<file path="src/rtl/fp_panel_pkg.sv">
// Shared constants and helpers for the front-panel I/O block.
// Holds the parameter defaults, the board pin polarities and a clog2 helper.
package fp_panel_pkg;

    localparam int unsigned DEF_N_BTN      = 4;
    localparam int unsigned DEF_N_LED      = 8;
    localparam int unsigned DEF_DEB_CYCLES = 50000;
    localparam int unsigned DEF_PWM_BITS   = 8;

    // Board pins are active-low on both buttons and LEDs.
    localparam logic BTN_ACTIVE_LEVEL = 1'b0;
    localparam logic LED_ON_LEVEL     = 1'b0;

    function automatic int unsigned clog2(input int unsigned value);
        int unsigned r;
        r = 0;
        while ((64'd1 << r) < 64'(value)) r++;
        return r;
    endfunction

endpackage

</file>
<file path="src/rtl/fp_debounce.sv">
// One button: 2-flop synchroniser, debounce counter, accepted level and
// sticky press-event flag.
module fp_debounce
    import fp_panel_pkg::*;
#(
    parameter int unsigned DEB_CYCLES = DEF_DEB_CYCLES
) (
    input  logic ti_clk,
    input  logic reset,
    input  logic raw_n,
    input  logic clear,
    output logic level,
    output logic evt,
    output logic evt_nxt
);

    localparam int unsigned     CW       = clog2(DEB_CYCLES);
    localparam logic [CW-1:0]   CNT_LAST = CW'(DEB_CYCLES - 1);

    logic          sync1;
    logic          sync2;
    logic [CW-1:0] cnt;
    logic [CW-1:0] cnt_nxt;
    logic          level_nxt;

    always_ff @(posedge ti_clk or posedge reset) begin
        if (reset) begin
            sync1 <= 1'b0;
            sync2 <= 1'b0;
        end else begin
            sync1 <= (raw_n == BTN_ACTIVE_LEVEL);
            sync2 <= sync1;
        end
    end

    // Any cycle where the synchronised input agrees with the level restarts the count.
    always_comb begin
        cnt_nxt   = '0;
        level_nxt = level;
        if (sync2 != level) begin
            if (cnt == CNT_LAST) begin
                level_nxt = sync2;
            end else begin
                cnt_nxt = cnt + 1'b1;
            end
        end
        evt_nxt = (level_nxt & ~level) | (evt & ~clear);
    end

    always_ff @(posedge ti_clk or posedge reset) begin
        if (reset) begin
            cnt   <= '0;
            level <= 1'b0;
            evt   <= 1'b0;
        end else begin
            cnt   <= cnt_nxt;
            level <= level_nxt;
            evt   <= evt_nxt;
        end
    end

endmodule

</file>
<file path="src/rtl/fp_panel_io.sv">
// Front-panel I/O: debounced buttons with sticky press events for the host,
// and per-LED enables with a shared PWM brightness.
module fp_panel_io
    import fp_panel_pkg::*;
#(
    parameter int unsigned N_BTN      = DEF_N_BTN,
    parameter int unsigned N_LED      = DEF_N_LED,
    parameter int unsigned DEB_CYCLES = DEF_DEB_CYCLES,
    parameter int unsigned PWM_BITS   = DEF_PWM_BITS
) (
    input  logic                ti_clk,
    input  logic                reset,
    input  logic [N_BTN-1:0]    button,
    output logic [N_LED-1:0]    led,
    input  logic [N_LED-1:0]    led_en,
    input  logic [PWM_BITS-1:0] led_duty,
    input  logic [N_BTN-1:0]    evt_clear,
    output logic [N_BTN-1:0]    btn_level,
    output logic [N_BTN-1:0]    btn_event,
    output logic                evt_pending
);

    localparam logic [PWM_BITS-1:0] DUTY_FULL = '1;

    logic [N_BTN-1:0]    evt_nxt;
    logic [PWM_BITS-1:0] pwm_cnt;
    logic                on_phase;
    logic [N_LED-1:0]    lit;

    for (genvar i = 0; i < N_BTN; i++) begin : g_btn
        fp_debounce #(
            .DEB_CYCLES(DEB_CYCLES)
        ) u_deb (
            .ti_clk (ti_clk),
            .reset  (reset),
            .raw_n  (button[i]),
            .clear  (evt_clear[i]),
            .level  (btn_level[i]),
            .evt    (btn_event[i]),
            .evt_nxt(evt_nxt[i])
        );
    end

    // Full-scale duty bypasses the compare so there is no dark cycle at pwm_cnt == all-ones.
    always_comb begin
        on_phase = (pwm_cnt < led_duty) | (led_duty == DUTY_FULL);
        lit      = led_en & {N_LED{on_phase}};
    end

    always_ff @(posedge ti_clk or posedge reset) begin
        if (reset) begin
            pwm_cnt     <= '0;
            led         <= {N_LED{~LED_ON_LEVEL}};
            evt_pending <= 1'b0;
        end else begin
            pwm_cnt     <= pwm_cnt + 1'b1;
            led         <= lit ^ {N_LED{~LED_ON_LEVEL}};
            evt_pending <= |evt_nxt;
        end
    end

endmodule

</file>
<file path="config.mk">
export PLATFORM = sky130hd
export DESIGN_NAME = fp_panel_io
export DESIGN_NICKNAME = d
export VERILOG_FILES = /design/src/rtl/fp_panel_pkg.sv /design/src/rtl/fp_debounce.sv /design/src/rtl/fp_panel_io.sv
export SDC_FILE = /design/constraint.sdc
export NUM_CORES = 1
export LEC_CHECK = 0
export CAP_MARGIN = 20
export CORE_AREA = 2 2 119 121
export DETAILED_ROUTE_END_ITERATION = 10
export DIE_AREA = 0 0 121 123
export DONT_BUFFER_PORTS = 1
export PLACE_DENSITY = 0.46
export SLEW_MARGIN = 20
export SYNTH_ARGS = -nofsm -noshare
export SYNTH_HDL_FRONTEND = slang
export SYNTH_SLANG_ARGS = --single-unit
export TNS_END_PERCENT = 1
</file>
<file path="constraint.sdc">
create_clock -name ti_clk -period 4.65 [get_ports ti_clk]
set_input_delay 1.1625 -clock ti_clk [delete_from_list [all_inputs] [get_ports ti_clk]]
set_output_delay 1.1625 -clock ti_clk [all_outputs]
set_load 0.02 [all_outputs]
</file>
; ---- Word level (Yosys, flattened, before mapping)
; Cells that the tools add are included.
[classes]
n_addsub = 5
n_lt_le_gt_ge = 1
n_eq_ne = 9
n_mux = 16
bitwise_logic = 27
reduce_logical = 1
[ops]
columns = operator, count
row1 = $mux W16, 8
row2 = $add A16 B1 Y16 const B, 4
row3 = $eq A16 B16 Y1 const B, 4
row4 = $not A1 Y1, 12
row5 = $add A8 B1 Y8 const B, 1
row6 = $and A1 B1 Y1, 8
row7 = $and A8 B8 Y8, 1
row8 = $eq A8 B8 Y1 const B, 1
row9 = $lt A8 B8 Y1, 1
row10 = $mux W1, 8
row11 = $not A8 Y8, 1
row12 = $or A1 B1 Y1, 5
row13 = $ne A1 B1 Y1, 4
row14 = $reduce_or A4 Y1, 1
[word_totals]
regBits = 97
in_bits = 26
output_inout_bits = 17
elab_cells = 82

; ---- Longest topological paths before layout
[logic_depth]
depth_word = 6
ltp_mapped = 6
ltp_nobuf = 6

; ---- By module
; A second synthesis with hierarchy kept.
[unflattened]
hier_cells = 429
area_unflattened_um2 = 4699.5
[by_module_without_submodules]
columns = mod, instances, cells_per_inst, area_per_inst_um2, seq_area_each_um2
row1 = fp_debounce, 4, 90, 965.9, 500.5
row2 = fp_panel_io, 1, 69, 835.8, 435.4

; ---- Worst setup path before layout
; OpenSTA, ideal clock, no wires.
[synth_timing]
path_kind = input to register
from = in led_duty[6]
to = reg led[0]
setup_ps = 106
arrival_time_ps = 2310
slack_ps = 2234
stages = 6
cell_sequence = inv_1 > ha_1 > a21o_1 > a22o_1 > o21ai_1 > o211ai_1
[synth_between]
elab_chain_len = 4
word_cells_on_any_way = 5
[synth_lines]
columns = item, line_no
row1 = from (decl), fp_panel_io.sv:16  ; input logic [PWM_BITS-1:0] led_duty,
row2 = $lt A8 B8 Y1 or $eq A8 B8 Y1 (tied branches), fp_panel_io.sv:46  ; on_phase = (pwm_cnt < led_duty) | (led_duty == DUTY_FULL);
row3 = $or A1 B1 Y1 (*), fp_panel_io.sv:46
row4 = $and A8 B8 Y8 (*), fp_panel_io.sv:47  ; lit = led_en & {N_LED{on_phase}};
row5 = $not A8 Y8 (no line) (*), --
row6 = to (signal assigned), fp_panel_io.sv:53  ; led <= {N_LED{~LED_ON_LEVEL}};
row7 = to (signal assigned), fp_panel_io.sv:57  ; led <= lit ^ {N_LED{~LED_ON_LEVEL}};
row8 = to (decl), fp_panel_io.sv:14  ; output logic [N_LED-1:0] led,
; Every way passes the cells marked *; elsewhere a longest branch is shown, timed or not.

; ---- Worst setup path after layout
; Same ends and word-level chain as after synthesis.

==> reports/metrics.cfg <==
[cts]
cts_hold_buf=0
clk_latency_ps=350
postCtsResizedCells=0
cts_buffers=9
clock_path_buffers=2
ctsRootBufferMaster=clkbuf_16
cts_tree=yes
htreeDepth=3
clkSinkCount=97
clk_pin_slew_ps=70
post_cts_buffers=0

[worst_setup_path]
crit_path_end_kind=flop
cp_max_fo=8
cp-start-kind=primary input
path_class=in2reg
crit_required_ps=4890
cp.arrival_ps=2480

[finish]
insertedDiodeCount=0
fillers=1357
seqCellArea_um2=2440
multi_input_comb_area_um2=2000
areaGrowthSynthToFinish_pct=8.64
nNetsFinal=466
drive_gt1_share_pct=9.70

[drt]
wl_per_cell_um=14.1
first_pass_iters=4
drt-initial-drc-count=130
via_per_inst=4.96
wirelength_mm=8.67
drc=0
drtAntennaViolNets=0
via_count=3040

[power_and_ir_drop]
power.density_nw_per_um2=334
max-vdd-ir-drop_v=0.000212
leakage_nw=2.16
p_total_mw=1.69

[placed_design]
hpwl_mm=5.98
place.gp.congestion=0.771
io_buffer_count=0

[floorplan]
core-area_um2=13600
io_pins=43
die_h_um=123
floorplan.initialDensity_pct=34.1
core.rowCount=43
die_area_um2=14900
die_x_um=121

[synth]
synthAdderAreaFrac_pct=3.23
syn-cell-area_um2=4650
synth_mux_area_share_pct=0
syn_inst=434
ys_seq_elements=97
yosysWarnings=0
synthArstFlopShare_pct=100
synth_flop_cell=dfrtp_1
yosysTopAreaCellShare_pct=47.9
synth.most_common_cell=dfrtp_1
synth_nets=472
synth_top_family_by_area=simple AND/OR/NAND/NOR gates
ys_types=39
synth_area_leaders=dfrtp_1 48%, xor2_1 5.7%, xnor2_1 5.3%
synth-compound-area-share_pct=5.90
yosysSeqAreaShare_pct=52.5
ys_top_cells_by_count=89 x dfrtp_1, 56 x nor2_1, 30 x xor2_1
synthSimpleGateAreaFrac_pct=23.0
synth_xor_area_share_pct=10.9
syn_avg_cell_area_um2=10.7
synth.largest_area_cell=dfrtp_1
synth_edf_count=0

[global_route]
use_met3_pct=5.54
grt_max_degree=74
grtUsageMet2_pct=20.8
track_usage_pct=13.1
antenna_found_initial=0
grt-ovfl-total=0
grt_pass1_wl_mm=15.2
top_usage_layer=met2
use_met1_pct=16.0
grt_pass1_vias=3173

[sta]
worst_hold_slack_ps=350
worst_pin_slew_ps=892
rsz0062_at_grt=no
fin_crit_sh_pct=48.2
setup_tns_ps=0
finalHoldViolations=0
slew_violations=0
min_period_ps=2240
fmax_mhz=446
final-setup-viol-count=0
fin_skew_ps=6.90
relSlewSlack_pct=40.5

[hold_path]
min_path_type=reg2reg

[outcome]
run_status=finished clean

[job]
cap_violations=0

[worst paths after layout]
path | from | endpoint | slack, ps | cells past startpoint
max | led_duty[6] | led[0]$_DFF_PP1_ | 2410 | 6
min in group asynchronous | reset | g_btn[1].u_deb.evt$_DFF_PP0_ | 880 | 1
min reg2reg | g_btn[0].u_deb.sync1$_DFF_PP0_ | g_btn[0].u_deb.sync2$_DFF_PP0_ | 350 | 0
max reg2reg | g_btn[2].u_deb.cnt[0]$_DFF_PP0_ | evt_pending$_DFF_PP0_ | 2760 | 5
min | g_btn[0].u_deb.sync1$_DFF_PP0_ | g_btn[0].u_deb.sync2$_DFF_PP0_ | 350 | 0
max in group asynchronous | reset | g_btn[2].u_deb.cnt[8]$_DFF_PP0_ | 2900 | 2
[cell families (layout without fill, tap and decap cells)]
| family | count (synthesis) | after routing |
|---|---|---|
| buffers and inverters | 39 | 38 |
| DFF | 97 | 97 |
| AOI/OAI and AO/OA | 38 | 38 |
| xor gates and xnor gates | 58 | 58 |
| adders and majority gates | 12 | 12 |
| and+or+nand+nor | 190 | 190 |
[power by group]
group / switching (mW) / internal [mW] / leakage, nW
sequential: 0.0195 / 0.865 / 1.28
combinational: 0.0389 / 0.0162 / 0.731
clock: 0.329 / 0.419 / 0.143
[final cells by class]
class / instances / share of cell area, %
clock inverters: 6 / 1.29
well taps: 180 / 4.46
multi-input cells: 298 / 39.7
inverters: 21 / 1.61
repair buffers: 1 / 0.149
flip-flops and latches: 97 / 48.3
clock buffers: 10 / 4.54
[sequential cells by signal, summed over array words and instances, names as in the netlist]
signal / flops
g_btn.u_deb.cnt: 64
g_btn.u_deb.evt: 4
g_btn.u_deb.sync1: 4
pwm_cnt: 8
led: 8
g_btn.u_deb.sync2: 4
evt_pending: 1
g_btn.u_deb.level: 4
[critical path, cell delays in order]
cell      delay (ps)
inv_1             30
ha_1             300
a21o_1           180
a22o_1           220
o21ai_1          400
o211ai_1         190
[routing by layer]
layer | wire length (µm) | vias up | part of all wire, %
met3 | 563 | 15 | 6.5
met5 | 0 | - | 0
met1 | 3990 | 1465 | 46
met2 | 3970 | 58 | 46
met4 | 149 | 0 | 1.7
li1 | - | 1502 | -
[cell usage in the layout (no fill, tap or decap), types with 2 or more instances in the layout]
master     netlist  routed
xnor2_1         28      28
nor4_1           4       4
nor4bb_1         4       4
nor3_1           8       8
xor2_1          30      30
nand3_2          4       4
and4bb_1         3       3
inv_6            0       2
clkbuf_16        0       9
o31ai_1          4       4
and3_1          17      17
dfstp_2          8       8
o211ai_1         8       8
and4_4           2       2
clkinv_2         0       2
dfrtp_1         89      89
or4_4            2       2
nand4_1         26      26
or4_1            4       4
a21oi_2          2       2
nor2_1          56      56
nand3_1         19      19
nor4b_1          4       4
nand4_2          2       2
or3_1            4       4
o32ai_2          3       3
a21oi_1          8       8
and4_1           3       3
inv_1           21      20
o21ai_0          8       8
nand2_1         25      25
ha_1            12      12
[stage by stage]
stage | worst slack (ps) | cells | utilization [%] | cell area, µm²
2_1_floorplan | 967 | 434 | - | 4650
3_3_place_gp | 2090 | 597 | 34.9 | 4750
3_5_place_dp | 2030 | 597 | 34.9 | 4750
4_1_cts | 2400 | 613 | 37.1 | 5050
5_1_grt | 2300 | 613 | 37.1 | 5050
6_report | 2410 | 613 | 37.1 | 5050
Power figures use the tool's default switching activity.
